`src/rtl/rv32_pkg.sv`:
```
// Shared types and default widths for the RV32 memory arbiter.
package rv32_pkg;

    localparam int ADDR_W = 32;
    localparam int DATA_W = 32;

    typedef enum logic [1:0] {
        IDLE   = 2'd0,
        BUSY_I = 2'd1,
        BUSY_D = 2'd2
    } arb_state_t;

endpackage

```
`src/rtl/rv32_mem_arb.sv`:
```
// Fetch/load-store arbiter onto one shared memory port, with fetch anti-starvation.
// Optional watchdog enabled by defining MEM_ARB_TIMEOUT_EN.
module rv32_mem_arb
    import rv32_pkg::*;
#(
    parameter int ADDR_W     = rv32_pkg::ADDR_W,
    parameter int DATA_W     = rv32_pkg::DATA_W,
    parameter int STARVE_MAX = 4,
    parameter int TIMEOUT    = 64
) (
    input  logic                  clk,
    input  logic                  rst,

    input  logic                  i_req,
    input  logic [ADDR_W-1:0]     i_addr,
    output logic                  i_gnt,
    output logic                  i_rvalid,
    output logic [DATA_W-1:0]     i_rdata,
    output logic                  i_err,

    input  logic                  d_req,
    input  logic                  d_we,
    input  logic [ADDR_W-1:0]     d_addr,
    input  logic [DATA_W-1:0]     d_wdata,
    input  logic [DATA_W/8-1:0]   d_wstrb,
    output logic                  d_gnt,
    output logic                  d_rvalid,
    output logic [DATA_W-1:0]     d_rdata,
    output logic                  d_err,

    output logic                  mem_req,
    output logic                  mem_we,
    output logic [ADDR_W-1:0]     mem_addr,
    output logic [DATA_W-1:0]     mem_wdata,
    output logic [DATA_W/8-1:0]   mem_wstrb,
    input  logic                  mem_ack,
    input  logic [DATA_W-1:0]     mem_rdata
);

    localparam int STRB_W = DATA_W / 8;
    localparam int STV_W  = $clog2(STARVE_MAX + 1);

    arb_state_t         state;
    logic [STV_W-1:0]   starve_cnt;
    logic               fetch_wins;
    logic               grant_i;
    logic               grant_d;
    logic               wd_expire;

    // Grants are combinational so the requester sees them in the cycle it asks.
    always_comb begin
        // NOTE: every combinational output gets a default first so no path leaves it unassigned (no latch).
        fetch_wins = 1'b0;
        grant_i    = 1'b0;
        grant_d    = 1'b0;
        if (!rst && state == IDLE) begin
            fetch_wins = i_req && (!d_req || starve_cnt == STV_W'(STARVE_MAX));
            grant_i    = fetch_wins;
            grant_d    = d_req && !fetch_wins;
        end
    end

    assign i_gnt = grant_i;
    assign d_gnt = grant_d;

`ifdef MEM_ARB_TIMEOUT_EN
    localparam int TMO_W = $clog2(TIMEOUT + 1);

    logic [TMO_W-1:0] wd_cnt;

    // The grant cycle counts as cycle one, so the error response lands TIMEOUT cycles after the grant.
    always_ff @(posedge clk or posedge rst) begin
        if (rst) begin
            wd_cnt <= '0;
        end else if (grant_i || grant_d) begin
            wd_cnt <= TMO_W'(1);
        end else if (state != IDLE && !wd_expire) begin
            wd_cnt <= wd_cnt + TMO_W'(1);
        end
    end

    assign wd_expire = (state != IDLE) && (wd_cnt == TMO_W'(TIMEOUT - 1));
`else
    // No watchdog: a BUSY state waits for mem_ack however long it takes.
    assign wd_expire = (TIMEOUT < 0);
`endif

    always_ff @(posedge clk or posedge rst) begin
        if (rst) begin
            state      <= IDLE;
            starve_cnt <= '0;
            mem_req    <= 1'b0;
            mem_we     <= 1'b0;
            mem_addr   <= '0;
            mem_wdata  <= '0;
            mem_wstrb  <= '0;
            i_rvalid   <= 1'b0;
            i_rdata    <= '0;
            i_err      <= 1'b0;
            d_rvalid   <= 1'b0;
            d_rdata    <= '0;
            d_err      <= 1'b0;
        end else begin
            // NOTE: sequential state uses non-blocking assignments so every register samples pre-edge values.
            i_rvalid <= 1'b0;
            i_err    <= 1'b0;
            d_rvalid <= 1'b0;
            d_err    <= 1'b0;

            case (state)
                IDLE: begin
                    if (grant_i) begin
                        state      <= BUSY_I;
                        mem_req    <= 1'b1;
                        mem_we     <= 1'b0;
                        mem_addr   <= i_addr;
                        mem_wdata  <= '0;
                        mem_wstrb  <= '0;
                        starve_cnt <= '0;
                    end else if (grant_d) begin
                        state     <= BUSY_D;
                        mem_req   <= 1'b1;
                        mem_we    <= d_we;
                        mem_addr  <= d_addr;
                        mem_wdata <= d_wdata;
                        mem_wstrb <= d_we ? d_wstrb : STRB_W'(0);
                        // Only data grants that made fetch wait count towards starvation.
                        if (!i_req) begin
                            starve_cnt <= '0;
                        end else if (starve_cnt != STV_W'(STARVE_MAX)) begin
                            starve_cnt <= starve_cnt + STV_W'(1);
                        end
                    end
                end

                BUSY_I, BUSY_D: begin
                    if (mem_ack) begin
                        state   <= IDLE;
                        mem_req <= 1'b0;
                        if (state == BUSY_I) begin
                            i_rvalid <= 1'b1;
                            i_rdata  <= mem_rdata;
                        end else begin
                            d_rvalid <= 1'b1;
                            d_rdata  <= mem_rdata;
                        end
                    end else if (wd_expire) begin
                        state   <= IDLE;
                        mem_req <= 1'b0;
                        if (state == BUSY_I) begin
                            i_rvalid <= 1'b1;
                            i_err    <= 1'b1;
                            i_rdata  <= '0;
                        end else begin
                            d_rvalid <= 1'b1;
                            d_err    <= 1'b1;
                            d_rdata  <= '0;
                        end
                    end
                end

                default: begin
                    state   <= IDLE;
                    mem_req <= 1'b0;
                end
            endcase
        end
    end

endmodule

```
`config.mk`:
```
export PLATFORM = sky130hd
export DESIGN_NAME = rv32_mem_arb
export DESIGN_NICKNAME = d
export VERILOG_FILES = /design/src/rtl/rv32_pkg.sv /design/src/rtl/rv32_mem_arb.sv
export SDC_FILE = /design/constraint.sdc
export NUM_CORES = 1
export LEC_CHECK = 0
export CAP_MARGIN = 20
export CORE_ASPECT_RATIO = 0.5
export CORE_MARGIN = 5
export CORE_UTILIZATION = 41
export DETAILED_ROUTE_END_ITERATION = 10
export PLACE_DENSITY = 0.89
export SYNTH_ARGS = -nofsm -noshare
export SYNTH_HDL_FRONTEND = slang
export SYNTH_SLANG_ARGS = --single-unit
```
`constraint.sdc`:
```
create_clock -name clk -period 6.21 [get_ports clk]
set_input_delay 1.863 -clock clk [delete_from_list [all_inputs] [get_ports clk]]
set_output_delay 1.863 -clock clk [all_outputs]
set_load 0.01 [all_outputs]
```
# [Word-level counts from Yosys, hierarchy flattened]
# Index checks and enable logic that the tools add are counted.
[totals] out_inout_bits=140 wordCells=64 register_bits=141 in_bits=138
[op_classes] add_sub_neg=1 bitwise_logic=1 muxes=29 n_eq_ne=7 reduce_logical=15
[ops] cell="2-to-1 mux 32 bit" n=4
[ops] cell="2-to-1 mux 1 bit" n=13
[ops] cell="2-to-1 mux 3 bit" n=4
[ops] cell="2-to-1 mux 4 bit" n=3
[ops] cell="AND reduction 3 bit" n=3
[ops] cell="2-to-1 mux 2 bit" n=3
[ops] cell="inequality test 3 bit (second input constant)" n=2
[ops] cell="case mux 2 bit (2 select lines)" n=1
[ops] cell="AND reduction 2 bit" n=2
[ops] cell="adder 3 x 1 -> 3 bit (second input constant)" n=1
[ops] cell="equality test 3 bit (second input constant)" n=1
[ops] cell="logical AND 1 bit" n=3
[ops] cell="logical NOT 1 bit" n=3
[ops] cell="inequality test 3 x 1 -> 1 bit (second input constant)" n=1
[ops] cell="equality test 2 x 1 -> 1 bit (second input constant)" n=1
[ops] cell="equality test 2 bit (second input constant)" n=1
[ops] cell="logical NOT 2 bit" n=1
[ops] cell="inequality test 2 bit (second input constant)" n=1
[ops] cell="case mux 1 bit (2 select lines)" n=1
[ops] cell="nonzero test 2 bit" n=1
[ops] cell="OR reduction 2 bit" n=1
[ops] cell="logical OR 1 bit" n=1
[ops] cell="inverter 1 bit" n=1

# [Longest topological paths before layout]
# Gate-level depths: netlist of run 1.
[depth] word_depth=9 mapped_depth=8 ltp_nobuf=6

# [Worst setup path after synthesis of run 1]
# No wires, ideal clock.
[synth_timing] path_kind="input to register" start="input port rst" end="register mem_addr[10]" setup_ns=0.126 n_path_buf=2 setup_slack_ns=0.186 stages=5 required_ns=6.084 arrival_time_ns=5.898 path_cell_list="inv_1 o211ai_1 buf_2 buf_2 a221o_1"
[synth_via] elab_chain_len=5 word_cells_on_any_way=7 cone_classes="mux: 3; reduce/logical: 4"
[synth_rtl] element="start, declared" line="rv32_mem_arb.sv:12" text="input logic rst,"
[synth_rtl] element="logical NOT 1 bit (no line) *"
[synth_rtl] element="logical AND 1 bit *" line="rv32_mem_arb.sv:56" text="if (!rst && state == IDLE) begin"
[synth_rtl] element="2-to-1 mux 1 bit" line="rv32_mem_arb.sv:56"
[synth_rtl] element="nonzero test 2 bit (no line)"
[synth_rtl] element="AND reduction 2 bit (no line)"
[synth_rtl] element="end signal, assigned" line="rv32_mem_arb.sv:116" text="mem_addr <= i_addr;"
[synth_rtl] element="end signal, assigned" line="rv32_mem_arb.sv:124" text="mem_addr <= d_addr;"
[synth_rtl] element="end, declared" line="rv32_mem_arb.sv:33" text="output logic [ADDR_W-1:0] mem_addr,"
# Every way passes the cells marked *; elsewhere a longest branch is shown, timed or not.
# A chain may end at the register's enable or synchronous reset.

# [Worst setup path after layout of run 1]
[layout_timing] start="input port rst" end="output port i_gnt"
[layout_via] elab_chain_len=3
[layout_rtl] element="logical NOT 1 bit (no line)"
[layout_rtl] element="logical AND 1 bit" line="rv32_mem_arb.sv:56"
[layout_rtl] element="2-to-1 mux 1 bit" line="rv32_mem_arb.sv:56"
[layout_rtl] element="end, declared" line="rv32_mem_arb.sv:16" text="output logic i_gnt,"
# No other way between the ends.

==> impl_metrics.ini, run 1 <==
[place]
placed_area_um2 = 8610
place_congestion = 0.826
dp_hpwl_um = 12700
dp_cells = 891
io_buffer_count = 275

[logic_synthesis]
netlist.area_leader.share_pct = 61.7
synthXorXnorAreaFrac_pct = 0
yosysWarningCount = 0
synth.area.top_cells = dfrtp_1 62%, mux2_2 13%, a221o_1 5.6%
synth_mux_area_share_pct = 12.8
yosys.area_share.simple_pct = 9.91
netlist_area_um2 = 5720
seq_area_frac_synth_pct = 61.7
yosysUniqueCellTypes = 30
ys_ff_latch = 141
syn_inst = 448
avgSynthCellArea_um2 = 12.8
synth_top_family_by_area = multiplexers
yosysTopAreaCell = dfrtp_1
synthAdderAreaFrac_pct = 0.875
synth-compound-area-share_pct = 10.9

[worst_setup_path]
critPathSlowestCell = clkdlybuf4s50_1
crit_type = in -> out
crit_chain = clkdlybuf4s50_1, nand3b_1, or2_1, inv_2, clkdlybuf4s50_1
rrSetupSlack_ns = 4.04
crit_top_cell = clkdlybuf4s50_1
crit_arrival_ns = 3.52
critical_path.max_stage_delay_ns = 0.57
crit_path_end_kind = output pin
cp-start-kind = input port
crit_required_ns = 4.35
cp_max_fo = 4

[floorplan]
chipHeight_um = 93.5
start_util_pct = 42.1
rows = 30
pin_count = 278
die_w_um = 177
die_area_um2 = 16500
core_area_um2 = 13600

[clock_tree]
root_buffer = clkbuf_16
cts.clk_slew.worst_paths_ns = 0.06
hold_buffers = 0
clock_path_buffers = 2
ctsResizeCount = 0
clock_latency_ns = 0.41
htreeDepth = 4
postCtsSetupRepairBufs = 0
clock_sinks = 141
tritoncts = built
cts_buffers = 17

[drt]
drt-initial-drc-count = 310
route.detailed.drc = 0
antenna_left = 0
vias_per_cell = 5.12
vias = 4730
wl_um = 18000
dr.pass1.iters = 4
wl_per_cell_um = 19.5

[hold_path]
hp-class = reg -> reg

[power_and_ir_drop]
combPwrFrac_pct = 42.7
power.density_nw_per_um2 = 505
p_switching_uw = 1470
internal_power_uw = 3200
peakVddDrop_uv = 221
seqPwrFrac_pct = 34.7
p_leak_uw = 0.00387
switching_share_pct = 31.5
clkPwrFrac_pct = 22.6

[grt]
grt_pass1_wl_um = 27500
met2_usage_pct = 40.3
track_usage_pct = 21.4
top_usage_layer = met2
antenna_found_initial = 0
use_met1_pct = 23.9
grt_pass1_vias = 5076
grt-ovfl-total = 0
grt_max_degree = 84
use_met3_pct = 4.12

[timing]
setup_viol = 0
period_share_pct = 86.7
slew_headroom_pct = 49.0
tightestPinTransition_ns = 0.765
clock_skew_ns = 0.0141
final_max_slew_viol_count = 0
grt_setup_unrepaired = no
period_needed_ns = 5.38
final_hold_viol_count = 0
fmax_mhz = 186
setup-tns-final_ns = 0

[run_status]
run_status = finished clean

[cells_and_area]
final_layout_size_suffix_gt1_share_pct = 14.8
final_cell_area_um2 = 9250
nets = 861
fin_cells = 924
final_common_cell = clkdlybuf4s50_1
layout_common_cells = 275 x clkdlybuf4s50_1, 141 x dfrtp_1, 68 x nand2_1
utilization_pct = 68.1
diodes = 0
syn_to_final_growth_pct = 61.8

[flow_run]
drv_cap = 0
## kinds of logic after synthesis
| kind of cell | count (synthesis) |
|---|---|
| other | 1 |
| AND/OR/NAND/NOR | 111 |
| multiplexers | 65 |
| buffers and inverters | 43 |
| flip-flops | 141 |
| AO/OA/AOI/OAI | 83 |
| adder cells (fa/ha/maj) | 4 |
## per-stage QoR
stage               setup slack (ns)  hold WS [ns]  total power (uW)
finish                         0.828         0.489              4670
global route                   0.793         0.506              4910
CTS                            0.824         0.491              4710
detailed placement             0.860         0.479              3630
global placement               0.884         0.472              3550
floorplan                      0.186         0.460              2430
## area by class of cell
type,instances,area [um2]
clock buffer,18,429
clock inverter,14,183
fill,1006,4340
inverter,9,38.8
multi-input combinational,265,1980
sequential,141,3530
tap,192,240
timing repair buffer,285,2860
## flip-flops by register name (all words and copies together), names as in the netlist
register	cells
mem_wstrb	4
mem_wdata	32
mem_req	1
i_rdata	32
d_rvalid	1
state	2
d_rdata	32
i_rvalid	1
mem_we	1
mem_addr	32
starve_cnt	3
## critical path, delay by kind of cell
family / cells / cell delay, ns
buffers and inverters: 3 / 1.17
AND/OR/NAND/NOR: 2 / 0.48
## Yosys cell counts
library cell,number
nand3b_1,3
o21a_1,1
mux2i_1,1
a211oi_1,1
ha_1,4
and3b_1,1
buf_4,7
dfrtp_1,141
a22o_1,1
buf_2,22
a221o_1,32
a21boi_2,1
clkbuf_1,5
mux2_2,64
nand2_1,68
nor3_1,1
a21oi_1,36
nor2b_1,1
o22a_1,1
o211ai_1,3
or2_1,1
conb_1,1
nand4_1,2
and3_1,1
a32o_1,4
inv_2,1
inv_1,8
nor2_1,1
o21ai_0,3
nor3b_1,32
## power by group through the flow
stage / clock [uW] / sequential (uW) / combinational (uW)
3_3_place_gp: 0 / 1590 / 1960
6_report: 1060 / 1620 / 2000
2_1_floorplan: 0 / 1810 / 618
3_5_place_dp: 0 / 1620 / 2010
4_1_cts: 1070 / 1620 / 2020
5_1_grt: 1110 / 1680 / 2110
## layer usage
layer  wire [um]  vias to the layer above
met3         721                       37
met1        6760                     2389
li1            -                     2143
met5           0                        -
met2        9950                      161
met4         562                        0
## final timing paths
| kind | startpoint | to | cells after the start |
|---|---|---|---|
| worst max-delay path | rst | i_gnt | 5 |
| worst min-delay path | mem_wstrb[3] | mem_wstrb[3] | 1 |
| worst max register to register | state[0] | mem_addr[7] | 7 |
| worst min register to register | mem_wstrb[3] | mem_wstrb[3] | 1 |
| max in group asynchronous | rst | i_rdata[13] | 4 |
| min in group asynchronous | rst | mem_addr[31] | 2 |
No activity file was read; power rests on OpenSTA's default activity.
==> run 2, diff against run 1 <==
--- a/config.mk
+++ b/config.mk
@@ -8,9 +8,9 @@
 export CAP_MARGIN = 20
 export CORE_ASPECT_RATIO = 0.5
 export CORE_MARGIN = 5
-export CORE_UTILIZATION = 41
+export CORE_UTILIZATION = 44
 export DETAILED_ROUTE_END_ITERATION = 10
-export PLACE_DENSITY = 0.89
+export PLACE_DENSITY = 0.94
 export SYNTH_ARGS = -nofsm -noshare
 export SYNTH_HDL_FRONTEND = slang
 export SYNTH_SLANG_ARGS = --single-unit
==> constraint.sdc (replaced) <==
create_clock -name clk -period 6.7 [get_ports clk]
set_input_delay 2.01 -clock clk [delete_from_list [all_inputs] [get_ports clk]]
set_output_delay 2.01 -clock clk [all_outputs]
set_load 0.01 [all_outputs]
==> run 2 against run 1 <==
Compared with the run above: count of clock-buffer cells in the layout unchanged; critical path depth unchanged; cell count shrank 2.4%; design area shrank 0.31%.
==> impl_metrics.ini, run 2 (synthesis results as in run 1) <==
[run_status]
run_status = finished clean

[timing]
grt_setup_unrepaired = no
clock_skew_ns = 0.00875
setup_viol = 0
slew_headroom_pct = 50.6
period_needed_ns = 5.69
final_hold_viol_count = 0
setup-tns-final_ns = 0
fmax_mhz = 176
tightestPinTransition_ns = 0.741
final_max_slew_viol_count = 0
period_share_pct = 84.9

[floorplan]
chipHeight_um = 90.6
start_util_pct = 45.0
core_area_um2 = 12700
pin_count = 278
die_area_um2 = 15500
die_w_um = 171
rows = 29

[clock_tree]
ctsResizeCount = 0
cts_buffers = 17
tritoncts = built
postCtsSetupRepairBufs = 0
clock_sinks = 141
cts.clk_slew.worst_paths_ns = 0.06
clock_latency_ns = 0.40
root_buffer = clkbuf_16
clock_path_buffers = 2
htreeDepth = 4
hold_buffers = 0

[grt]
grt-ovfl-total = 0
track_usage_pct = 22.8
grt_max_degree = 84
grt_pass1_vias = 5067
grt_pass1_wl_um = 27900
antenna_found_initial = 0

[power_and_ir_drop]
p_leak_uw = 0.00387
seqPwrFrac_pct = 34.7
peakVddDrop_uv = 239
p_switching_uw = 1350
combPwrFrac_pct = 42.9
clkPwrFrac_pct = 22.5
internal_power_uw = 2970
power.density_nw_per_um2 = 468
switching_share_pct = 31.2
finalPower_uw = 4320

[drt]
route.detailed.drc = 0
drt-initial-drc-count = 282
wl_um = 17800
wl_per_cell_um = 19.8
dr.pass1.iters = 7
vias = 4726
antenna_left = 0
vias_per_cell = 5.24

[cells_and_area]
final_common_cell = clkdlybuf4s50_1
n_fill_cell = 860
utilization_pct = 72.6
syn_to_final_growth_pct = 61.3
final_cell_area_um2 = 9220
final_layout_size_suffix_gt1_share_pct = 14.8
layout_common_cells = 275 x clkdlybuf4s50_1, 141 x dfrtp_1, 68 x nand2_1
diodes = 0
nets = 861

[place]
placed_area_um2 = 8580
dp_hpwl_um = 12700
io_buffer_count = 275
place_congestion = 0.859

[worst_setup_path]
crit_type = in -> out
cp_max_fo = 6
cp-start-kind = input port
crit_arrival_ns = 3.68
crit_path_end_kind = output pin
crit_required_ns = 4.69

[hold_path]
hp-class = reg -> reg

[flow_run]
drv_cap = 0
run 2: cell count changes in the layout (fill, tap and decap cells not counted), sizes merged:
cell / delta
clkinv: +1
clkinvlp: -1
run 2: final cells by class:
cell class,instances,area [um2],area share [%]
multi-input cells,265,1980,21.4
repair buffers,285,2860,31.0
clock buffers,18,429,4.65
flip-flops and latches,141,3530,38.3
inverters,9,38.8,0.421
clock inverters,14,181,1.97
well taps,170,213,2.31
run 2: path summary, 6_finish.rpt:
path	cells after the start	endpoint	start	slack (ns)
hold / removal	1	mem_wstrb[1]	mem_wstrb[1]	0.50
setup reg to reg	7	mem_addr[11]	state[0]	4.50
min in group asynchronous	2	mem_wdata[9]	rst	2.16
setup / recovery	5	d_gnt	rst	1.01
hold reg to reg	1	mem_wstrb[1]	mem_wstrb[1]	0.50
max in group asynchronous	4	d_rdata[20]	rst	3.51
run 2: power groups by stage:
stage	Clock (uW)	Combinational, uW	Sequential (uW)
floorplan	0	573	1680
global placement	0	1810	1480
detailed placement	0	1860	1500
CTS	986	1870	1500
global route	1030	1970	1550
finish	969	1850	1500
run 2: metal layers:
layer / vias to the layer above / GRT usage, % / routed length, um
met5: - / 0 / 0
met3: 34 / 3.80 / 762
met2: 149 / 42.0 / 10100
met4: 0 / 8.37 / 468
met1: 2391 / 26.8 / 6470
li1: 2152 / - / -
run 2: stage by stage:
| step | std cells | worst slack, ns | hold WS, ns |
|---|---|---|---|
| after floorplan | 449 | 0.529 | 0.460 |
| after global placement | 868 | 1.07 | 0.470 |
| after detailed placement | 869 | 1.03 | 0.477 |
| after CTS | 901 | 1.01 | 0.499 |
| after global routing | 902 | 0.964 | 0.512 |
| final | 902 | 1.01 | 0.498 |
run 2: worst max-delay path: stages:
cell             delay (ns)
clkdlybuf4s50_1        0.54
nand3b_1               0.24
nor2_1                 0.15
buf_4                  0.17
clkdlybuf4s50_1        0.56
